$ cat src/rtl/dac_seq.sv
// Circular word FIFO used to buffer DAC samples ahead of the sequencer.
// Latency: a push is visible on level/empty/full the cycle after its edge; pop_dat is combinational from the head.
// Backpressure: a push while full is accepted only if a pop happens in the same cycle, otherwise it is ignored.
module dac_seq_fifo #(
    parameter int W     = 16,
    parameter int DEPTH = 8
) (
    input  logic                     clk_in,
    input  logic                     rst_n,
    input  logic                     push_vld,
    input  logic [W-1:0]             push_dat,
    input  logic                     pop_vld,
    output logic [W-1:0]             pop_dat,
    output logic                     full,
    output logic                     empty,
    output logic [$clog2(DEPTH):0]   level
);
    localparam int AW = $clog2(DEPTH);
    localparam int LW = AW + 1;

    logic [W-1:0]  mem_q [DEPTH];
    logic [AW-1:0] wr_ptr_q, wr_ptr_d;
    logic [AW-1:0] rd_ptr_q, rd_ptr_d;
    logic [LW-1:0] level_q, level_d;
    logic          push_ok;

    assign full    = (level_q == LW'(DEPTH));
    assign empty   = (level_q == '0);
    assign level   = level_q;
    assign pop_dat = mem_q[rd_ptr_q];

    // Pointer and occupancy update; pointers wrap naturally because DEPTH is a power of two.
    always_comb begin
        push_ok  = push_vld && (!full || pop_vld);
        wr_ptr_d = wr_ptr_q;
        rd_ptr_d = rd_ptr_q;
        level_d  = level_q;
        if (push_ok) begin
            wr_ptr_d = wr_ptr_q + AW'(1);
        end
        if (pop_vld) begin
            rd_ptr_d = rd_ptr_q + AW'(1);
        end
        case ({push_ok, pop_vld})
            2'b10:   level_d = level_q + LW'(1);
            2'b01:   level_d = level_q - LW'(1);
            default: level_d = level_q;
        endcase
    end

    // Pointer and level registers.
    always_ff @(posedge clk_in or negedge rst_n) begin
        if (!rst_n) begin
            wr_ptr_q <= '0;
            rd_ptr_q <= '0;
            level_q  <= '0;
        end else begin
            wr_ptr_q <= wr_ptr_d;
            rd_ptr_q <= rd_ptr_d;
            level_q  <= level_d;
        end
    end

    // Storage array; contents are meaningless once the pointers are reset.
    always_ff @(posedge clk_in) begin
        if (push_ok) begin
            mem_q[wr_ptr_q] <= push_dat;
        end
    end
endmodule

// DAC word sequencer: buffers words and hands them one at a time to Dac_ctrl with a one-cycle low ctrl strobe.
// Latency: a word written into an empty FIFO with the FSM idle is on dato with ctrl low three cycles later.
// Backpressure: writes while full (and not popping) are dropped and flagged on ovf; a stuck sync is flagged on tmo.
module dac_seq #(
    parameter int DEPTH   = 8,
    parameter int PERIOD  = 100,
    parameter int TIMEOUT = 64
) (
    input  logic                     clk_in,
    input  logic                     rst_n,
    input  logic                     wr_en,
    input  logic [15:0]              wr_data,
    input  logic                     enable,
    input  logic                     sync,
    input  logic                     clr_err,
    output logic [15:0]              dato,
    output logic                     ctrl,
    output logic                     full,
    output logic                     empty,
    output logic [$clog2(DEPTH):0]   level,
    output logic                     busy,
    output logic                     ovf,
    output logic                     tmo
);
    typedef enum logic [2:0] {
        IDLE    = 3'd0,
        LOAD    = 3'd1,
        STROBE  = 3'd2,
        WAIT_LO = 3'd3,
        WAIT_HI = 3'd4,
        HOLD    = 3'd5
    } state_t;

    localparam int PW = $clog2(PERIOD);
    localparam int TW = $clog2(TIMEOUT);
    localparam logic [PW-1:0] PER_MAX   = PW'(PERIOD - 1);
    // HOLD exit edge, IDLE and LOAD add three cycles before the next strobe,
    // so leaving HOLD at PERIOD-3 puts back-to-back strobes exactly PERIOD apart.
    localparam logic [PW-1:0] HOLD_EXIT = PW'(PERIOD - 3);
    localparam logic [TW-1:0] TO_MAX    = TW'(TIMEOUT - 1);

    state_t        state_q, state_d;
    logic          ctrl_q, ctrl_d;
    logic [15:0]   dato_q, dato_d;
    logic [PW-1:0] pcnt_q, pcnt_d;
    logic [TW-1:0] wcnt_q, wcnt_d;
    logic          ovf_q, ovf_d;
    logic          tmo_q, tmo_d;
    logic          busy_q, busy_d;
    logic          pop_vld;
    logic [15:0]   pop_dat;
    logic          tmo_set;
    logic          drop;

    dac_seq_fifo #(
        .W     (16),
        .DEPTH (DEPTH)
    ) u_fifo (
        .clk_in   (clk_in),
        .rst_n    (rst_n),
        .push_vld (wr_en),
        .push_dat (wr_data),
        .pop_vld  (pop_vld),
        .pop_dat  (pop_dat),
        .full     (full),
        .empty    (empty),
        .level    (level)
    );

    assign drop = wr_en && full && !pop_vld;
    assign dato = dato_q;
    assign ctrl = ctrl_q;
    assign busy = busy_q;
    assign ovf  = ovf_q;
    assign tmo  = tmo_q;

    // Next-state, strobe, counter and sticky-flag logic.
    always_comb begin
        state_d = state_q;
        ctrl_d  = 1'b1;
        dato_d  = dato_q;
        pop_vld = 1'b0;
        tmo_set = 1'b0;
        case (state_q)
            IDLE: begin
                if (enable && !empty) begin
                    state_d = LOAD;
                end
            end
            LOAD: begin
                pop_vld = 1'b1;
                dato_d  = pop_dat;
                ctrl_d  = 1'b0;
                state_d = STROBE;
            end
            STROBE: begin
                state_d = WAIT_LO;
            end
            WAIT_LO: begin
                if (!sync) begin
                    state_d = WAIT_HI;
                end else if (wcnt_q >= TO_MAX) begin
                    tmo_set = 1'b1;
                    state_d = IDLE;
                end
            end
            WAIT_HI: begin
                if (sync) begin
                    state_d = HOLD;
                end
            end
            HOLD: begin
                if (pcnt_q >= HOLD_EXIT) begin
                    state_d = IDLE;
                end
            end
            default: begin
                state_d = IDLE;
            end
        endcase

        // Both counters read 0 in the STROBE cycle and then age by one per cycle, saturating.
        if (state_q == LOAD) begin
            pcnt_d = '0;
            wcnt_d = '0;
        end else begin
            pcnt_d = (pcnt_q == PER_MAX) ? pcnt_q : pcnt_q + PW'(1);
            wcnt_d = (wcnt_q == TO_MAX)  ? wcnt_q : wcnt_q + TW'(1);
        end

        // A set event in the same cycle as clr_err keeps the flag raised.
        ovf_d  = drop    || (ovf_q && !clr_err);
        tmo_d  = tmo_set || (tmo_q && !clr_err);
        busy_d = (state_d != IDLE);
    end

    // FSM state and all registered outputs.
    always_ff @(posedge clk_in or negedge rst_n) begin
        if (!rst_n) begin
            state_q <= IDLE;
            ctrl_q  <= 1'b1;
            dato_q  <= 16'h0000;
            pcnt_q  <= '0;
            wcnt_q  <= '0;
            ovf_q   <= 1'b0;
            tmo_q   <= 1'b0;
            busy_q  <= 1'b0;
        end else begin
            state_q <= state_d;
            ctrl_q  <= ctrl_d;
            dato_q  <= dato_d;
            pcnt_q  <= pcnt_d;
            wcnt_q  <= wcnt_d;
            ovf_q   <= ovf_d;
            tmo_q   <= tmo_d;
            busy_q  <= busy_d;
        end
    end
endmodule

$ cat config.mk
export PLATFORM = sky130hd
export DESIGN_NAME = dac_seq
export DESIGN_NICKNAME = d
export VERILOG_FILES = /design/src/rtl/dac_seq.sv
export SDC_FILE = /design/constraint.sdc
export NUM_CORES = 1
export LEC_CHECK = 0
export CAP_MARGIN = 0
export CORE_MARGIN = 5
export CORE_UTILIZATION = 45
export CTS_CLUSTER_SIZE = 10
export DETAILED_ROUTE_END_ITERATION = 10
export PLACE_DENSITY = 0.75
export REMOVE_ABC_BUFFERS = 1
export SYNTH_ARGS = -nofsm -noshare
export SYNTH_HDL_FRONTEND = slang
export SYNTH_HIERARCHICAL = 1
export SYNTH_SLANG_ARGS = --single-unit
export TNS_END_PERCENT = 1
$ cat constraint.sdc
create_clock -name clk_in -period 6.4 [get_ports clk_in]
set_input_delay 1.28 -clock clk_in [delete_from_list [all_inputs] [get_ports clk_in]]
set_output_delay 1.28 -clock clk_in [all_outputs]
set_load 0.005 [all_outputs]
==> summary.txt, run 1 <==
Outcome
  • Result of the run: completed

Power and ir drop
  • Pwr Density: 448.5 nW/µm²
  • Cell leakage power: 2.963 nW
  • Max rail drop VDD: 209.6 µV

Layout
  • Final standard cell area without fillers: 8382 µm²
  • Sequential cell area: 4996 µm²
  • Area added between synthesis and finish: 18.44%
  • Number of filler instances in the final layout: 1,165
  • Number of antenna diodes: 0
  • Final core area utilization: 54.73%
  • Layout net count: 457
  • Share of post-route cells with drive strength above 1: 21.49%
  • Multi-input combinational cell area: 1981 µm²

Timing
  • Period utilization: 53.84%
  • Min Tclk post-route: 3446 ps
  • Headroom to the max-slew limit: 30.25%
  • Setup clock skew after layout: 10.69 ps
  • Upper clock frequency limit: 290.2 MHz
  • TNS Setup: 0 ps
  • Final setup viols: 0
  • Final worst hold slack: 505.6 ps
  • RSZ-0062 raised after global routing: false
  • Number of slew-limit violations in the final report: 0
  • Final Hold Violating Endpoints: 0
  • Transition at the pin with the smallest max-transition slack: 1043 ps

Route
  • Drt via density: 5.331
  • Aggregate routed wire length: 12,570 µm
  • Count of TritonRoute iterations in the first routing pass: 4
  • Average detailed-routed wire length per instance: 19.25 µm
  • Number of DRC violations after detailed routing: 0
  • Via count: 3,481
  • First DRT Iteration DRCs: 233
  • Detail Route Antenna Nets: 0

Logic synthesis
  • Mapped Area: 7077 µm²
  • Sequential cell area fraction in the yosys report: 70.60%
  • Cell type contributing the most total cell area after synthesis: sky130_fd_sc_hd__edfxtp_1
  • Synth Register Bits: 174
  • Cells taking the most area after synthesis: sky130_fd_sc_hd__edfxtp_1 54%, sky130_fd_sc_hd__dfrtp_1 16%, sky130_fd_sc_hd__mux4_1 9.3%
  • Number of flops mapped to enable cells by yosys: 128
  • Mean area per synthesized cell: 19.18 µm²
  • Dominant cell by count in the synthesized netlist: sky130_fd_sc_hd__edfxtp_1
  • Mapped Cells: 369
  • Number of warnings reported in the yosys synthesis log: 6
  • Commonest cells in the netlist: 128 x sky130_fd_sc_hd__edfxtp_1, 45 x sky130_fd_sc_hd__dfrtp_1, 35 x sky130_fd_sc_hd__mux2_2
  • Asr flop ratio synth: 26.44%
  • Area share of the largest cell type after synthesis: 54.31%
  • Count of cell types in the netlist: 50
  • Predominant post-synthesis flop cell: sky130_fd_sc_hd__edfxtp_1

Clock network
  • H-tree depth reported by CTS: 4
  • Clock Tree Buf Depth: 2
  • CTS sink count: 174
  • Cell at the root of the clock tree: sky130_fd_sc_hd__clkbuf_16
  • Clock network latency to the later pin of the worst-skew pair: 420 ps
  • Clock tree from TritonCTS: yes
  • CTS clk-pin slew, worst paths: 60 ps
  • Count of cells resized by post-cts repair: 0
  • Inserted Clock Buffers: 17
  • Number of hold buffers added after CTS: 0
  • Post-CTS setup-driven buffer insertion count: 0

Hold path
  • Classification of the worst-slack hold path: flop to flop
  • Start point of the worst min-delay path: dato[4]$_DFFE_PN0P_
  • Hold Path Depth: 1
  • End of the worst hold path: dato[4]$_DFFE_PN0P_

Floorplan
  • Row count: 45
  • Die height: 135.4 µm
  • Number of ports placed on the die boundary: 48
  • Horizontal die dimension: 135.4 µm
  • Starting Density: 46.21%
  • CORE AREA: 15,310 µm²
  • Full die area: 18,330 µm²

Worst setup path
  • Source of the worst register-to-register timing path: state_q[1]$_DFF_PN0_
  • Critical path type: flop to output port
  • Count of cells along the worst register-to-register path: 5
  • Slack of the worst reg-to-reg path: 3370 ps
  • Maximum net fanout on the critical path: 7
  • Critical Path Start Type: flop
  • Endpoint type of the worst setup path: output port
  • Critical register-to-register path endpoint: u_fifo/mem_q[1][3]$_DFFE_PP_
  • Data arrival time at the worst-slack endpoint: 2170 ps
  • Required arrival time at the worst endpoint: 5120 ps

Placement
  • DP Area: 7805 µm²
  • Placer Congestion: 0.8055
  • Final HPWL from detailed placement: 7393 µm
  • IO buf count: 47

GRT
  • Gr usage total: 14.42%
  • First-pass GRT wire length: 19,700 µm
  • Initial antenna violation count: 0
  • GRT overflow: 0
  • Number of global-route vias before repair: 3,612
  • Largest net degree at the start of global routing: 47

Job
  • Total of max-cap violations: 0
cells in the final DEF (no fill, tap or decap), types with 3 or more instances in the layout:
cell type	netlist	final
sky130_fd_sc_hd__dfrtp_1	45	45
sky130_fd_sc_hd__inv_1	4	4
sky130_fd_sc_hd__clkbuf_16	0	17
sky130_fd_sc_hd__o21ai_0	5	5
sky130_fd_sc_hd__nor2_1	12	12
sky130_fd_sc_hd__clkinv_2	0	3
sky130_fd_sc_hd__a31oi_1	4	4
sky130_fd_sc_hd__o22ai_1	3	3
sky130_fd_sc_hd__mux4_2	7	7
sky130_fd_sc_hd__mux2_2	35	35
sky130_fd_sc_hd__xor2_1	7	7
sky130_fd_sc_hd__or3_1	4	4
sky130_fd_sc_hd__nand2_1	7	7
sky130_fd_sc_hd__clkdlybuf4s50_1	0	46
sky130_fd_sc_hd__edfxtp_1	128	128
sky130_fd_sc_hd__clkinv_1	0	3
sky130_fd_sc_hd__a21oi_1	4	4
sky130_fd_sc_hd__mux4_1	25	25
sky130_fd_sc_hd__nand3_1	9	9
sky130_fd_sc_hd__xnor2_1	6	6
sky130_fd_sc_hd__ha_1	6	6
sky130_fd_sc_hd__nand2b_1	4	4
sky130_fd_sc_hd__buf_4	0	10
sky130_fd_sc_hd__inv_6	0	4
cell type report:
| class | count | area share (%) |
|---|---|---|
| Clock buffer | 18 | 5.240 |
| Timing Repair Buffer | 57 | 6.449 |
| Sequential cell | 174 | 59.61 |
| Inverter | 5 | 0.2836 |
| Multi-Input combinational cell | 174 | 23.63 |
| Tap cell | 211 | 3.150 |
| Clock inverter | 14 | 1.642 |
sequential cells by signal (all words and copies together), names as in the netlist:
name,flops
u_fifo/mem_q,128
dato,16
pcnt_q,7
wcnt_q,6
u_fifo/level,4
state_q,3
u_fifo/rd_ptr_q,3
u_fifo/wr_ptr_q,3
busy,1
ctrl,1
ovf,1
tmo,1
stage by stage:
stage	std cells	worst slack, ps	power (W)
after detailed placement	621	2959	0.002800
after CTS	653	2935	0.003808
after floorplan	353	2782	0.002351
final	653	2954	0.003759
after global routing	653	2889	0.003959
after global placement	621	3108	0.002747
worst max-delay path, cell delays in order, from the launching register on:
cell and delay [ps]:
sky130_fd_sc_hd__dfrtp_1 450, sky130_fd_sc_hd__or3_1 530, sky130_fd_sc_hd__nor2_1 230, sky130_fd_sc_hd__clkdlybuf4s50_1 540
power by group:
part	switching [W]	internal [W]	total, W
clock network	0.000415	0.000584	0.000999
registers	0.000175	0.00148	0.00165
logic	0.000484	0.000623	0.00111
total	0.00107	0.00269	0.00376
worst max-delay path by stage:
stage                     cells after the start                           end  slack (ps)                         from
after global routing                          3                         empty        2890  u_fifo/level[1]$_DFFE_PN0P_
final                                         3                         empty        2950  u_fifo/level[1]$_DFFE_PN0P_
after CTS                                     3                         empty        2930  u_fifo/level[1]$_DFFE_PN0P_
after floorplan                               5  u_fifo/mem_q[2][0]$_DFFE_PP_        2780         state_q[2]$_DFF_PN0_
after global placement                        3  u_fifo/mem_q[1][1]$_DFFE_PP_        3110                        wr_en
after detailed placement                      3  u_fifo/mem_q[1][0]$_DFFE_PP_        2960                        wr_en
cells by family (layout without fill, tap and decap cells):
kind of cell,Yosys count,after routing,synth area share [%]
flip-flops,174,174,70.60
multiplexers,68,68,17.22
AND/OR/NAND/NOR,59,59,4.845
AO/OA/AOI/OAI,28,28,2.670
buffers and inverters,21,94,1.998
XOR/XNOR,13,13,1.609
adder cells (fa/ha/maj),6,6,1.061
layer usage:
metal / wire length [µm] / vias up / global-route usage (%)
met3: 658 / 10 / 4.681
met2: 6459 / 78 / 23.67
li1: - / 1607 / -
met1: 5330 / 1786 / 18.44
met4: 121 / 0 / 4.367
met5: 0 / - / 0
Power figures use the tool's default switching activity.
==> inputs of run 2 (changes only) <==
--- a/config.mk
+++ b/config.mk
@@ -10,7 +10,7 @@
 export CORE_UTILIZATION = 45
 export CTS_CLUSTER_SIZE = 10
 export DETAILED_ROUTE_END_ITERATION = 10
-export PLACE_DENSITY = 0.75
+export PLACE_DENSITY = 0.77
 export REMOVE_ABC_BUFFERS = 1
 export SYNTH_ARGS = -nofsm -noshare
 export SYNTH_HDL_FRONTEND = slang
==> constraint.sdc (replaced) <==
create_clock -name clk_in -period 2.75 [get_ports clk_in]
set_input_delay 0.55 -clock clk_in [delete_from_list [all_inputs] [get_ports clk_in]]
set_output_delay 0.55 -clock clk_in [all_outputs]
set_load 0.005 [all_outputs]
==> run 2 against run 1 <==
Effect of this change:
- critical path depth unchanged
- hold slack worse by 450 ps
- die area unchanged
- cell count up 0.46%
- global-route usage up 0.72 points
- wire length up 3.4%
- first-iteration DRC count up 5.2%
- critical path type unchanged
==> summary.txt, run 2 (synthesis gave the netlist of run 1 again) <==
Placement
  • Placer Congestion: 0.8282
  • DP Area: 7834 µm²
  • IO buf count: 47
  • Final HPWL from detailed placement: 7971 µm

Timing
  • Upper clock frequency limit: 384.0 MHz
  • Setup clock skew after layout: 9.246 ps
  • Transition at the pin with the smallest max-transition slack: 458.9 ps
  • Period utilization: 94.69%
  • RSZ-0062 raised after global routing: false
  • Headroom to the max-slew limit: 69.29%
  • Min Tclk post-route: 2604 ps
  • Final Hold Violating Endpoints: 0
  • Final setup viols: 0
  • Number of slew-limit violations in the final report: 0

Worst setup path
  • Maximum net fanout on the critical path: 7
  • Count of cells along the worst register-to-register path: 6
  • Slack of the worst reg-to-reg path: 240 ps
  • Critical path type: flop to output port
  • Critical register-to-register path endpoint: u_fifo/mem_q[2][12]$_DFFE_PP_
  • Critical Path Start Type: flop
  • Endpoint type of the worst setup path: output port
  • Required arrival time at the worst endpoint: 2200 ps
  • Data arrival time at the worst-slack endpoint: 2050 ps
  • Source of the worst register-to-register timing path: state_q[1]$_DFF_PN0_

Route
  • Average detailed-routed wire length per instance: 19.81 µm
  • Via count: 3,558
  • Drt via density: 5.424
  • First DRT Iteration DRCs: 245
  • Detail Route Antenna Nets: 0
  • Count of TritonRoute iterations in the first routing pass: 4
  • Aggregate routed wire length: 13,000 µm
  • Number of DRC violations after detailed routing: 0

Power and ir drop
  • Pwr Density: 1060 nW/µm²
  • Reported net switching power: 0.002607 W
  • Clock network fraction of design power: 27.0%
  • Internal power component: 0.006348 W
  • Combinational share of power: 30.1%
  • Max rail drop VDD: 476.7 µV
  • Cell leakage power: 2.995 nW
  • Switching portion of total power: 29.11%
  • Proportion of power drawn by flip-flops and latches: 42.9%

Layout
  • Most frequent standard cell in the layout excluding fill and tap cells: sky130_fd_sc_hd__edfxtp_1
  • Layout net count: 460
  • Top reg by flops: u_fifo/mem_q
  • Number of antenna diodes: 0
  • Area added between synthesis and finish: 19.40%
  • Share of post-route cells with drive strength above 1: 22.92%
  • Number of filler instances in the final layout: 1,164
  • Top library cells by usage in the layout, fill and taps aside: 128 x sky130_fd_sc_hd__edfxtp_1, 46 x sky130_fd_sc_hd__clkdlybuf4s50_1, 45 x sky130_fd_sc_hd__dfrtp_1
  • Final core area utilization: 55.17%
  • Max reg flops: 128
  • Final standard cell area without fillers: 8449 µm²

Clock network
  • Cell at the root of the clock tree: sky130_fd_sc_hd__clkbuf_16
  • H-tree depth reported by CTS: 4
  • Clock tree from TritonCTS: yes
  • Post-CTS setup-driven buffer insertion count: 0
  • Inserted Clock Buffers: 17
  • Clock network latency to the later pin of the worst-skew pair: 420 ps
  • Clock Tree Buf Depth: 2
  • CTS sink count: 174
  • Number of hold buffers added after CTS: 0
  • CTS clk-pin slew, worst paths: 70 ps

Floorplan
  • Horizontal die dimension: 135.4 µm
  • Starting Density: 46.21%
  • Full die area: 18,330 µm²
  • Number of ports placed on the die boundary: 48
  • Die height: 135.4 µm
  • Row count: 45
  • CORE AREA: 15,310 µm²

GRT
  • Initial antenna violation count: 0
  • GRT overflow: 0
  • First-pass GRT wire length: 20,690 µm
  • Largest net degree at the start of global routing: 35
  • Gr usage total: 15.15%
  • Number of global-route vias before repair: 3,744

Hold path
  • Classification of the worst-slack hold path: input port to asynchronous set/reset pin

Job
  • Total of max-cap violations: 0

Outcome
  • Result of the run: completed
run 2: cell count changes in the layout (fill, tap and decap cells not counted), sizes merged:
cell / change
clkbuf: +2
clkinv: -4
buf: +3
inv: +2
run 2: repair_timing:
action | 4_1_cts | 5_1_grt
gates resized for setup | 1 | 1
endpoints found under the setup margin | 1 | 1
pin swaps | 0 | 0
run 2: per-stage QoR:
| step | total power (W) | instances | TNS [ps] | hold slack [ps] | worst slack [ps] |
|---|---|---|---|---|---|
| 6_report | 0.008955 | 656 | 0 | 52.92 | 146.1 |
| 4_1_cts | 0.009048 | 656 | 0 | 61.03 | 9.541 |
| 5_1_grt | 0.009415 | 656 | 0 | 77.63 | 69.00 |
| 3_3_place_gp | 0.006460 | 624 | 0 | 490.8 | 479.7 |
| 2_1_floorplan | 0.005473 | 353 | -56850 | 254.4 | -867.5 |
| 3_5_place_dp | 0.006588 | 624 | 0 | 498.4 | 284.0 |
run 2: worst max path at each step:
stage,from,end,slack [ps],depth (start not counted)
final,u_fifo/level[1]$_DFFE_PN0P_,empty,150,3
after global routing,u_fifo/level[1]$_DFFE_PN0P_,empty,70,3
after CTS,u_fifo/level[1]$_DFFE_PN0P_,empty,10,3
after detailed placement,state_q[1]$_DFF_PN0_,u_fifo/mem_q[2][12]$_DFFE_PP_,280,6
after global placement,state_q[2]$_DFF_PN0_,u_fifo/mem_q[2][12]$_DFFE_PP_,480,6
after floorplan,state_q[2]$_DFF_PN0_,u_fifo/mem_q[2][0]$_DFFE_PP_,-870,5
run 2: critical path: stages (launching register included):
cell and delay (ps):
sky130_fd_sc_hd__dfrtp_1 460, sky130_fd_sc_hd__or3_4 480, sky130_fd_sc_hd__nor2_1 170, sky130_fd_sc_hd__clkdlybuf4s50_1 520
run 2: layout make-up:
cell class / count / area [µm²] / share of cell area [%]
Sequential cell: 174 / 4996 / 59.13
Tap cell: 211 / 264.0 / 3.125
Clock buffer: 20 / 456.7 / 5.405
Timing Repair Buffer: 60 / 575.6 / 6.812
Clock inverter: 12 / 147.6 / 1.747
Inverter: 5 / 23.77 / 0.2814
Multi-Input combinational cell: 174 / 1986 / 23.50
run 2: power groups by stage:
stage               clock network, W  logic [W]  registers (W)
global placement                   0    0.00263        0.00383
detailed placement                 0    0.00271        0.00388
floorplan                          0    0.00153        0.00394
finish                       0.00242    0.00270        0.00384
CTS                          0.00247    0.00274        0.00384
global route                 0.00259    0.00293        0.00390
run 2: per-layer routing:
layer / track usage, % / share of wire, %
met5: 0 / 0
met4: 4.815 / 1.3
met3: 4.346 / 4.6
met2: 24.97 / 51
met1: 19.52 / 43
==> inputs of run 3 (changes only) <==
--- a/config.mk
+++ b/config.mk
@@ -6,12 +6,13 @@
 export NUM_CORES = 1
 export LEC_CHECK = 0
 export CAP_MARGIN = 0
-export CORE_MARGIN = 5
+export CORE_MARGIN = 2
 export CORE_UTILIZATION = 45
 export CTS_CLUSTER_SIZE = 10
 export DETAILED_ROUTE_END_ITERATION = 10
 export PLACE_DENSITY = 0.77
 export REMOVE_ABC_BUFFERS = 1
+export SKIP_CTS_REPAIR_TIMING = 1
 export SYNTH_ARGS = -nofsm -noshare
 export SYNTH_HDL_FRONTEND = slang
 export SYNTH_HIERARCHICAL = 1
==> run 3 against run 2 <==
Effect of this change:
- critical path depth unchanged
- sequential power shrank 1%
- utilization fell by 0.17 points
- cell count rose by 0.15%
- wire length decreased by 3.1%
- sequential cell count unchanged
- die area is 8.7% lower
==> summary.txt, run 3 (synthesis gave the netlist of run 1 again) <==
Outcome
  • Result of the run: completed

GRT
  • Largest net degree at the start of global routing: 35
  • GRT overflow: 0
  • Gr usage total: 16.33%
  • First-pass GRT wire length: 19,830 µm
  • Number of global-route vias before repair: 3,670
  • Initial antenna violation count: 0

Timing
  • Upper clock frequency limit: 386.0 MHz
  • Headroom to the max-slew limit: 58.56%
  • RSZ-0062 raised after global routing: false
  • Final worst hold slack: 140.8 ps
  • Transition at the pin with the smallest max-transition slack: 621.5 ps
  • Final Hold Violating Endpoints: 0
  • Final setup viols: 0
  • Period utilization: 94.21%
  • Min Tclk post-route: 2591 ps
  • Setup clock skew after layout: 9.174 ps
  • Number of slew-limit violations in the final report: 0

Power and ir drop
  • Pwr Density: 1032 nW/µm²
  • PnR Total Power: 0.008660 W
  • Max rail drop VDD: 641.8 µV
  • Cell leakage power: 2.968 nW

Clock network
  • Inserted Clock Buffers: 17
  • Clock tree from TritonCTS: yes
  • CTS clk-pin slew, worst paths: 70 ps
  • H-tree depth reported by CTS: 4
  • Clock network latency to the later pin of the worst-skew pair: 420 ps
  • Cell at the root of the clock tree: sky130_fd_sc_hd__clkbuf_16
  • Clock Tree Buf Depth: 2
  • CTS sink count: 174

Layout
  • Sequential cell area: 4996 µm²
  • Multi-input combinational cell area: 1988 µm²
  • Share of post-route cells with drive strength above 1: 23.32%
  • Final core area utilization: 55.00%
  • Most frequent standard cell in the layout excluding fill and tap cells: sky130_fd_sc_hd__edfxtp_1
  • Layout net count: 461
  • Top reg by flops: u_fifo/mem_q
  • Top library cells by usage in the layout, fill and taps aside: 128 x sky130_fd_sc_hd__edfxtp_1, 46 x sky130_fd_sc_hd__clkdlybuf4s50_1, 45 x sky130_fd_sc_hd__dfrtp_1
  • Number of antenna diodes: 0
  • Number of filler instances in the final layout: 1,143
  • Max reg flops: 128
  • Area added between synthesis and finish: 18.58%

Floorplan
  • Starting Density: 46.38%
  • CORE AREA: 15,260 µm²
  • Die height: 129.4 µm
  • Row count: 45
  • Horizontal die dimension: 129.4 µm
  • Number of ports placed on the die boundary: 48
  • Full die area: 16,750 µm²

Worst setup path
  • Critical path type: flop to output port
  • Maximum net fanout on the critical path: 7
  • Source of the worst register-to-register timing path: state_q[1]$_DFF_PN0_
  • Endpoint type of the worst setup path: output port
  • Required arrival time at the worst endpoint: 2200 ps
  • Crit path from: u_fifo/level[1]$_DFFE_PN0P_
  • Data arrival time at the worst-slack endpoint: 2040 ps
  • Critical Path Start Type: flop

Route
  • Detail Route Antenna Nets: 0
  • First DRT Iteration DRCs: 302
  • Count of TritonRoute iterations in the first routing pass: 4
  • Drt via density: 5.463
  • Via count: 3,589
  • Number of DRC violations after detailed routing: 0
  • Average detailed-routed wire length per instance: 19.16 µm
  • Aggregate routed wire length: 12,590 µm

Placement
  • Placer Congestion: 0.7741
  • Final HPWL from detailed placement: 7698 µm
  • IO buf count: 47

Job
  • Total of max-cap violations: 0

Hold path
  • Classification of the worst-slack hold path: input port to asynchronous set/reset pin
## run 3: path summary, 6_finish.rpt
kind	to	slack, ps	depth (start not counted)
min in group clk_in	u_fifo/wr_ptr_q[2]$_DFFE_PN0P_	500	1
hold reg to reg	u_fifo/wr_ptr_q[2]$_DFFE_PN0P_	500	1
max in group asynchronous	ctrl$_DFF_PN1_	1940	2
hold / removal	pcnt_q[1]$_DFFE_PN0P_	140	1
setup / recovery	empty	160	3
setup reg to reg	u_fifo/mem_q[6][12]$_DFFE_PP_	310	6
## run 3: critical path, stage by stage, from the launching register on
cell                              delay, ps
sky130_fd_sc_hd__dfrtp_1                460
sky130_fd_sc_hd__or3_4                  480
sky130_fd_sc_hd__nor2_2                 160
sky130_fd_sc_hd__clkdlybuf4s50_1        530
## run 3: routing by layer
layer | global-route usage, % | wire length, µm | vias to the layer above
li1 | - | - | 1630
met4 | 6.010 | 169 | 0
met2 | 27.62 | 6460 | 98
met5 | 0 | 0 | -
met3 | 4.500 | 618 | 13
met1 | 20.26 | 5340 | 1848
## run 3: metrics by stage
stage / instances / area, µm² / TNS [ps] / setup WS [ps]
floorplan: 353 / 6959 / -56850 / -867.5
global placement: 625 / 7841 / 0 / 394.0
detailed placement: 625 / 7841 / 0 / 307.9
global route: 657 / 8392 / 0 / 77.23
CTS: 657 / 8378 / -24.18 / -24.18
finish: 657 / 8392 / 0 / 159.1
## run 3: final cells by class
type / instances / area share (%)
Sequential cell: 174 / 59.53
Multi-Input combinational cell: 174 / 23.69
Timing Repair Buffer: 61 / 6.948
Clock buffer: 17 / 5.069
Tap cell: 211 / 3.146
Clock inverter: 15 / 1.327
Inverter: 5 / 0.2833
## run 3: where the power goes
group          switching, W  internal [W]  leakage, nW
Combinational       0.00119       0.00150        0.983
Sequential         0.000359       0.00344         1.72
Clock               0.00100       0.00116        0.264
